<file path="src/rtl/dma_read_engine.sv">
// ============================================================================
//  Module   : dma_read_engine
//  Purpose  : Read-side engine for the scatter-gather DMA. Queues {bytes, addr}
//             commands, splits each one into AVMM read bursts of at most
//             MAX_BURST beats, issues a burst only when the downstream data
//             FIFO is guaranteed to have room for it, forwards the returned
//             data through one register stage and pulses cmd_done once all
//             beats of a command have come back.
//  Ports    : clk, reset_n (async, active low)
//             rd_master_*          AVMM read master (addr/read/bcount out,
//                                  wait_req/data_valid/data in)
//             dma_rd_fifo_command_req_i / bytes / addr -> command FIFO write
//             dma_rd_fifo_full_o   command FIFO full
//             dma_rd_space_i       free words in downstream data FIFO
//             dma_rd_data_o / dma_rd_data_valid_o  registered read data
//             dma_rd_cmd_done_o    one-cycle completion pulse
//             dma_rd_busy_o        command active or beats outstanding
//  Options  : `define DMA_RD_4K_BOUNDARY_EN to stop bursts crossing 4 KB
//             address boundaries.
//  Revision : 1.0 - initial release
// ============================================================================
`default_nettype none

module dma_read_engine #(
  parameter int DATA_W    = 256,
  parameter int ADDR_W    = 32,
  parameter int LEN_W     = 16,
  parameter int BCNT_W    = 11,
  parameter int MAX_BURST = 16,
  parameter int CMD_DEPTH = 32,
  parameter int SPACE_W   = 10
) (
  input  logic              clk,
  input  logic              reset_n,
  output logic [ADDR_W-1:0] rd_master_addr_o,
  output logic              rd_master_read_o,
  output logic [BCNT_W-1:0] rd_master_bcount_o,
  input  logic              rd_master_wait_req_i,
  input  logic              rd_master_data_valid_i,
  input  logic [DATA_W-1:0] rd_master_data_i,
  input  logic              dma_rd_fifo_command_req_i,
  input  logic [LEN_W-1:0]  dma_rd_bytes_to_transfer_i,
  input  logic [ADDR_W-1:0] dma_rd_addr_i,
  output logic              dma_rd_fifo_full_o,
  input  logic [SPACE_W-1:0] dma_rd_space_i,
  output logic [DATA_W-1:0] dma_rd_data_o,
  output logic              dma_rd_data_valid_o,
  output logic              dma_rd_cmd_done_o,
  output logic              dma_rd_busy_o
);

  localparam int BPB    = DATA_W / 8;
  localparam int OFF_W  = $clog2(BPB);
  localparam int BEAT_W = LEN_W - OFF_W + 1;   // holds ceil(bytes/BPB)
  localparam int PTR_W  = $clog2(CMD_DEPTH);
  localparam int CNT_W  = PTR_W + 1;
  localparam int OUT_W  = SPACE_W + 1;
  localparam int CMD_W  = LEN_W + ADDR_W;

  typedef enum logic [2:0] {
    S_IDLE  = 3'd0,
    S_LOAD  = 3'd1,
    S_CALC  = 3'd2,
    S_ISSUE = 3'd3,
    S_DRAIN = 3'd4,
    S_DONE  = 3'd5
  } state_t;

  state_t            state;
  logic [ADDR_W-1:0] cur_addr;
  logic [BEAT_W-1:0] remaining;
  logic [OUT_W-1:0]  outstanding;

  // --------------------------------------------------------------------------
  // Showahead command FIFO
  // --------------------------------------------------------------------------
  logic [CMD_W-1:0]  cmd_mem [CMD_DEPTH];
  logic [PTR_W-1:0]  wr_ptr, rd_ptr;
  logic [CNT_W-1:0]  cmd_count;
  logic              push, pop, fifo_empty;
  logic [LEN_W-1:0]  head_bytes;
  logic [ADDR_W-1:0] head_addr;
  logic [BEAT_W-1:0] head_beats;

  assign dma_rd_fifo_full_o = (cmd_count == CNT_W'(CMD_DEPTH));
  assign fifo_empty         = (cmd_count == '0);
  assign push               = dma_rd_fifo_command_req_i & ~dma_rd_fifo_full_o;
  assign pop                = (state == S_LOAD);
  assign {head_bytes, head_addr} = cmd_mem[rd_ptr];
  assign head_beats = BEAT_W'(head_bytes[LEN_W-1:OFF_W]) + BEAT_W'(|head_bytes[OFF_W-1:0]);

  always_ff @(posedge clk) begin
    if (push) cmd_mem[wr_ptr] <= {dma_rd_bytes_to_transfer_i, dma_rd_addr_i};
  end

  always_ff @(posedge clk or negedge reset_n) begin
    if (!reset_n) begin
      wr_ptr    <= '0;
      rd_ptr    <= '0;
      cmd_count <= '0;
    end else begin
      if (push) wr_ptr <= wr_ptr + 1'b1;
      if (pop)  rd_ptr <= rd_ptr + 1'b1;
      case ({push, pop})
        2'b10:   cmd_count <= cmd_count + 1'b1;
        2'b01:   cmd_count <= cmd_count - 1'b1;
        default: cmd_count <= cmd_count;
      endcase
    end
  end

  // --------------------------------------------------------------------------
  // Burst sizing and downstream credit
  // --------------------------------------------------------------------------
  logic [BEAT_W-1:0] lim;
  logic [BCNT_W-1:0] burst;
  logic              credit_ok;
  logic              accept;
  logic [OUT_W-1:0]  out_sum, out_next;

  always_comb begin
    lim = remaining;
    if (remaining > BEAT_W'(MAX_BURST)) lim = BEAT_W'(MAX_BURST);
`ifdef DMA_RD_4K_BOUNDARY_EN
    begin : clip_4k
      logic [12:0] bnd_beats;
      // cur_addr is beat aligned, so the byte distance divides exactly.
      bnd_beats = (13'd4096 - {1'b0, cur_addr[11:0]}) >> OFF_W;
      if (32'(bnd_beats) < 32'(lim)) lim = BEAT_W'(bnd_beats);
    end
`endif
    burst = BCNT_W'(lim);
  end

  // Widened compare: space - outstanding may be negative if space shrank.
  assign credit_ok = 32'(dma_rd_space_i) >= (32'(outstanding) + 32'(burst));
  assign accept    = rd_master_read_o & ~rd_master_wait_req_i;

  // A beat returning with nothing outstanding is still forwarded, but the
  // counter must not wrap below zero.
  always_comb begin
    out_sum  = outstanding + (accept ? OUT_W'(rd_master_bcount_o) : '0);
    out_next = out_sum;
    if (rd_master_data_valid_i && (out_sum != '0)) out_next = out_sum - 1'b1;
  end

  // --------------------------------------------------------------------------
  // Control FSM
  // --------------------------------------------------------------------------
  always_ff @(posedge clk or negedge reset_n) begin
    if (!reset_n) begin
      state              <= S_IDLE;
      cur_addr           <= '0;
      remaining          <= '0;
      outstanding        <= '0;
      rd_master_addr_o   <= '0;
      rd_master_bcount_o <= '0;
      rd_master_read_o   <= 1'b0;
      dma_rd_cmd_done_o  <= 1'b0;
    end else begin
      outstanding       <= out_next;
      dma_rd_cmd_done_o <= 1'b0;
      case (state)
        S_IDLE: begin
          if (!fifo_empty) state <= S_LOAD;
        end
        S_LOAD: begin
          cur_addr  <= head_addr & ~ADDR_W'(BPB - 1);
          remaining <= head_beats;
          if (head_beats == '0) begin
            state             <= S_DONE;
            dma_rd_cmd_done_o <= 1'b1;
          end else begin
            state <= S_CALC;
          end
        end
        S_CALC: begin
          if (credit_ok) begin
            rd_master_addr_o   <= cur_addr;
            rd_master_bcount_o <= burst;
            rd_master_read_o   <= 1'b1;
            state              <= S_ISSUE;
          end
        end
        S_ISSUE: begin
          if (accept) begin
            rd_master_read_o <= 1'b0;
            cur_addr         <= cur_addr + (ADDR_W'(rd_master_bcount_o) << OFF_W);
            remaining        <= remaining - BEAT_W'(rd_master_bcount_o);
            state <= (remaining == BEAT_W'(rd_master_bcount_o)) ? S_DRAIN : S_CALC;
          end
        end
        S_DRAIN: begin
          if (outstanding == '0) begin
            state             <= S_DONE;
            dma_rd_cmd_done_o <= 1'b1;
          end
        end
        S_DONE: begin
          state <= S_IDLE;
        end
        default: state <= S_IDLE;
      endcase
    end
  end

  assign dma_rd_busy_o = (state != S_IDLE) | (outstanding != '0);

  // --------------------------------------------------------------------------
  // Read data register stage, independent of the FSM
  // --------------------------------------------------------------------------
  always_ff @(posedge clk or negedge reset_n) begin
    if (!reset_n) begin
      dma_rd_data_o       <= '0;
      dma_rd_data_valid_o <= 1'b0;
    end else begin
      dma_rd_data_o       <= rd_master_data_i;
      dma_rd_data_valid_o <= rd_master_data_valid_i;
    end
  end

endmodule

`default_nettype wire

</file>
<file path="config.mk">
export PLATFORM = sky130hd
export DESIGN_NAME = dma_read_engine
export DESIGN_NICKNAME = d
export VERILOG_FILES = /design/src/rtl/dma_read_engine.sv
export SDC_FILE = /design/constraint.sdc
export NUM_CORES = 2
export LEC_CHECK = 0
export CAP_MARGIN = 20
export CORE_UTILIZATION = 30
export DETAILED_ROUTE_END_ITERATION = 8
export GPL_ROUTABILITY_DRIVEN = 1
export PLACE_DENSITY_LB_ADDON = 0.15
export SYNTH_ARGS = -nofsm -noshare
export SYNTH_HDL_FRONTEND = slang
export SYNTH_SLANG_ARGS = --single-unit
export TNS_END_PERCENT = 20
</file>
<file path="constraint.sdc">
create_clock -name clk -period 11.4 [get_ports clk]
set_clock_uncertainty 0.05 [all_clocks]
set_input_delay 1.14 -clock clk [delete_from_list [all_inputs] [get_ports clk]]
set_output_delay 1.14 -clock clk [all_outputs]
set_load 0.02 [all_outputs]
</file>
# After elaboration in Yosys (flattened, before gate mapping)

Memory sizes are Yosys's and may differ from the RTL's.
Cells that the tools add are included.

Bits in registers: 376
Output and inout bits: 304
Bits of input ports: 319
Memories kept: 1
Memory bits (writable): 1536

Memory list:

| name    | words | bits a word | rd ports | clocked after memory_dff | write ports | line | source |
|---|---|---|---|---|---|---|---|
| cmd_mem | 32    | 48          | 1        | 0                        | 1           | 77   | `logic [CMD_W-1:0] cmd_mem [CMD_DEPTH];` |

Equality and inequality tests: 12
Muxes and demuxes: 23
Bitwise operators: 5
Reduce and logical (&&, ||, !) cells: 16
Magnitude comparators: 2
Add/subtract/negate cells: 10

Operator list:

| cell                  | count |
|---|---|
| $pmux 32 s2           | 1 |
| $mux 11               | 3 |
| $add 32x16->32        | 1 |
| $mux 32               | 1 |
| $pmux 12 s2           | 1 |
| $reduce_bool 11->1    | 2 |
| $mux 3                | 6 |
| $pmux 3 s5            | 1 |
| $add 11x1->12         | 1 |
| $add 11x11->12        | 1 |
| $eq 12x11->1          | 1 |
| $ge 10x12->1          | 1 |
| $gt 12x5->1 const B   | 1 |
| $logic_not 12->1      | 1 |
| $mux 12               | 1 |
| $pmux 6 s2            | 1 |
| $sub 12x11->12        | 1 |
| $add 11x11->11        | 1 |
| $logic_not 11->1      | 1 |
| $sub 11x1->11 const B | 1 |
| $add 5x1->5 const B   | 2 |
| $ne 2x2->1 const B    | 4 |
| $add 6x1->6 const B   | 1 |
| $eq 3x2->1 const B    | 2 |
| 20 further kinds      | 31 |

# Depth between registers and ports, before layout

Depth in word-level cells: 7
Depth in mapped cells: 23
Depth with buffers taken out: 20

# Least setup slack after synthesis

Ideal clock, no wire load.

Kind: reg-to-reg
Start: register rd_ptr[0]
End: register state[1]
Data required time: 11.229 ns
Setup slack: 6.899 ns
Buffers on the path: 6
Arrival: 4.330 ns
Cell stages (with the launch flop): 17
Setup time: 0.121 ns
Cell sequence: dfrtp_1 -> buf_6 -> buf_8 -> buf_6 -> buf_2 -> buf_2 -> buf_2 -> mux4_2 -> mux4_2 -> mux2_2 -> ha_1 -> ha_1 -> xnor2_1 -> o41a_1 -> a211oi_2 -> nand2_1 -> a22o_1

Word-level cells in the longest chain between the ends: 6

RTL lines:

| item                   | line | source |
|---|---|---|
| start, declared        | 78   | `logic [PTR_W-1:0] wr_ptr, rd_ptr;` |
| start signal, assigned | 103  | `if (pop) rd_ptr <= rd_ptr + 1'b1;` |
| $mem_v2 32x48 (*)      | n/a  |  |
| $reduce_or 5->1        | 90   | `assign head_beats = BEAT_W'(head_bytes[LEN_W-1:OFF_W]) + BEAT_W'(\|head_bytes[OFF_W-1:0]);` |
| $add 11x1->12 (*)      | 90   |  |
| $logic_not 12->1 (*)   | 170  | `if (head_beats == '0) begin` |
| $mux 3 (*)             | 170  |  |
| $pmux 3 s5 (*)         | 163  | `case (state)` |
| end signal, assigned   | 190  | `state <= (remaining == BEAT_W'(rd_master_bcount_o)) ? S_DRAIN : S_CALC;` |
| end, declared          | 69   | `state_t state;` |

Mark *: on every way between the ends. The rest lies on a longest branch, timed or not.
A chain may end at the register's enable or synchronous reset.

# Final worst setup path

Start: register remaining[8]
End: register rd_master_addr_o[9]

Word-level cells in the longest chain between the ends: 5

RTL lines:

| item                              | line | source |
|---|---|---|
| start, declared                   | 71   | `logic [BEAT_W-1:0] remaining;` |
| start signal, assigned            | 169  | `remaining <= head_beats;` |
| start signal, assigned            | 189  | `remaining <= remaining - BEAT_W'(rd_master_bcount_o);` |
| $gt 12x5->1                       | 123  | `if (remaining > BEAT_W'(MAX_BURST)) lim = BEAT_W'(MAX_BURST);` |
| $mux 11                           | 123  |  |
| named net lim[4]                  | 115  | `logic [BEAT_W-1:0] lim;` |
| $add 11x11->12                    | 136  | `assign credit_ok = 32'(dma_rd_space_i) >= (32'(outstanding) + 32'(burst));` |
| $ge 10x12->1                      | 136  |  |
| $reduce_and 2->1 (no source line) | n/a  |  |
| end signal, assigned              | 179  | `rd_master_addr_o <= cur_addr;` |
| end, declared                     | 35   | `output logic [ADDR_W-1:0] rd_master_addr_o,` |

The timed path passes the listed nets, and every way through them passes these cells.

==> results.txt <==
mapped cell area: 65500 µm²
Initial Util: 30.2%
CP max FO: 39
flops & latches, synth: 1742
GRT Residual Overflow: 0
gr busiest metal: met2
post-CTS setup repair buffer count: 0
Pleak: 27.3 nW
Die ar.: 220000 µm²
multiplexer share of the synthesized area: 13.6%
Adder-Cell Fraction of Synth Area: 1.41%
PwrDens: 225 nW/µm²
Core Area: 217000 µm²
area delta synth->final: 25.1%
GP Congestion: 0.812
drt first pass iters: 6
met3 Use GR: 3.63%
most frequent cells in the layout: 1376 x edfxtp_1, 607 x clkdlybuf4s50_1, 361 x dfrtp_1
Largest stage delay, worst path: 0.53 ns
largest net degree at the start of global routing: 92
vias per inst: 4.91
crit-path cells: nor4_1 -> nand2_1 -> or2_2 -> nor2_1 -> ha_1 -> a21o_1 -> a21oi_1 -> o21bai_1 -> a21oi_1 -> o21ai_0 -> nand2_1 -> nand2b_1 -> a21oi_1 -> xor2_1 -> ha_1 -> nor3_1 -> o31a_1 -> nor3_1 -> nand4_1 -> buf_4 -> mux2_2
final worst path period share: 45.5%
io pins: 623
sum of buffers and inverters on the critical path: 1
startpoint types: flop
initial antenna violation count: 76
dpl hpwl: 124000 µm
unrepaired setup endpoints after global routing: no
setup TNS: 0 ns
via count: 34000
count of final hold-check violations: 0
Async SR Flop Fraction: 21.0%
Die X: 469 µm
CTS sink count: 1742
Compound-Gate Fraction of Synth Area: 2.70%
root buffer cell: clkbuf_16
Max Clk Rate: 0.193 GHz
relative slew slack: 25.9%
XOR/XNOR share of the synthesized area: 0.749%
# nets final: 4300
final WL: 205000 µm
CTS Buf Count: 195
row count: 171
Die Y: 469 µm
pre-CTS WS: 6.05 ns
clock slew at reported path FFs: 0.06 ns
post-synthesis average cell area: 20.8 µm²
fill count: 19900
Antenna Nets Post-Route: 0
Post-Synth Simple-Gate Area: 3.12%
CP max stage cell: buf_4
Top delay family on crit path: simple AND/OR/NAND/NOR gates
final max-slew violation count: 0
vias in the first global route: 34700
VDD IR max: 0.000163 V
Worst Setup End Kind: flop
post-layout util: 37.8%
Max clock buf depth: 3
Req. time, crit path: 12.04 ns
hold_ws: 0.258 ns
most frequent CP cell: a21oi_1
commonest non-fill, non-tap cell in the layout: edfxtp_1
worst skew pair latency: 0.83 ns
Residual DRC: 0
status: complete, no violations
Synth cell types: 79
Post-CTS Resized: 0
Setup Viol. Count Final: 0
GR Layer Usage met2: 31.6%
GRT Total Usage: 18.5%
largest family of logic cells by synthesized area: multiplexers
dominant synthesized flop cell: edfxtp_1
H-tree depth: 4
Setup WS post-layout: 6.21 ns
Hold Buf Count CTS: 0
crit path DAT: 5.83 ns
crit path kind: reg -> reg
first-pass GRT wire length: 285000 µm
Worst-Margin Slew: 1.11 ns
DR WL/cell: 29.6 µm
CTS tree: done
Ys Warns: 0
port bufs: 612
met1 Usage GRT: 23.8%
crit path time final: 5.19 ns
Hold/Removal Path Class: in -> async
share of cells above drive strength 1: 19.5%
MaxCap Viol Count: 0
post-synthesis cell count: 3143
first-iteration detailed-routing DRC count: 3078
Seq/Total Area, Yosys: 77.1%
Post-synth EDFFs: 1376
## final timing paths
kind / from / to / slack (ns) / cells after the start
worst max register to register: remaining[8]$_DFFE_PN0P_ / rd_master_addr_o[9]$_DFFE_PN0P_ / 6.21 / 21
max in group asynchronous: reset_n / remaining[10]$_DFFE_PN0P_ / 8.83 / 3
worst min-delay path: reset_n / rd_ptr[2]$_DFFE_PN0P_ / 0.26 / 1
worst max-delay path: remaining[8]$_DFFE_PN0P_ / rd_master_addr_o[9]$_DFFE_PN0P_ / 6.21 / 21
worst min register to register: cmd_count[5]$_DFFE_PN0P_ / cmd_count[5]$_DFFE_PN0P_ / 0.45 / 1
min in group clk: cmd_count[5]$_DFFE_PN0P_ / cmd_count[5]$_DFFE_PN0P_ / 0.45 / 1
## where the power goes
group	switching [mW]	internal [mW]	leakage [nW]	total, mW
registers	0.376	7.38	16.7	7.76
clock network	2.55	3.50	3.00	6.05
logic	2.56	2.08	7.61	4.64
total	5.48	13.0	27.3	18.4
## metrics by stage
stage                     power [mW]  cells  cell area, µm²
after global routing            19.3   6926           81900
after detailed placement        12.6   6551           75300
after floorplan                 10.8   3153           65500
final                           18.4   6928           81900
after global placement          12.6   6550           75300
after CTS                       18.7   6901           81500
## routing by layer
metal  vias up  share of wire (%)
li1      14400                  -
met1     18100                 41
met2      1215                 51
met3       358                5.6
met4         4                2.7
met5         -             0.0093
## state kept, by name, summed over array words and instances, names as in the netlist, 6 cells and up
register and count:
rd_master_addr_o 27, dma_rd_data_o 256, cmd_mem 1376, remaining 12, rd_master_bcount_o 11, outstanding 11, cmd_count 6, cur_addr 27
## cells in the mapped netlist (14+ instances only)
library cell	number	area share, %
edfxtp_1	1376	63
dfrtp_1	366	14
mux4_2	342	12
nor2_1	106	0.61
nand2_1	89	0.51
ha_1	66	1.3
a21oi_1	60	0.46
clkbuf_1	55	0.32
o21ai_0	51	0.39
mux2i_1	45	0.69
xnor2_1	44	0.59
buf_2	42	0.32
mux2_2	40	0.69
inv_1	39	0.22
nor3_1	28	0.21
nor4_1	23	0.22
a211oi_1	19	0.22
nand3_1	19	0.15
nor2b_1	19	0.18
a21o_1	18	0.21
or4_1	17	0.19
nand3b_1	16	0.18
and2_1	14	0.13
buf_4	14	0.16
nand4_1	14	0.13
## kinds of logic after synthesis
group / after synthesis
muxes: 439
buffers and inverters: 176
DFF: 1742
and+or+nand+nor: 397
AOI/OAI and AO/OA: 261
xor gates and xnor gates: 56
adders and majority gates: 71
other: 1
## worst register-to-register path, delay by kind of cell, from the launching register on
| family | cells | cell delay (ns) |
|---|---|---|
| DFF | 1 | 0.40 |
| xor gates and xnor gates | 1 | 0.09 |
| muxes | 1 | 0.44 |
| buffers and inverters | 1 | 0.53 |
| AOI/OAI and AO/OA | 7 | 1.24 |
| and+or+nand+nor | 9 | 1.76 |
| adders and majority gates | 2 | 0.52 |
## area by class of cell
| type | instances | area, µm² | share of cell area, % |
|---|---|---|---|
| antenna | 11 | 27.5 | 0.0336 |
| clock buffer | 263 | 5360 | 6.54 |
| sequential | 1742 | 50500 | 61.6 |
| multi-input combinational | 1235 | 14400 | 17.6 |
| inverter | 40 | 150 | 0.183 |
| clock inverter | 87 | 805 | 0.982 |
| tap | 2854 | 3570 | 4.36 |
| timing repair buffer | 696 | 7100 | 8.66 |
(Power assumes the default switching activity.)
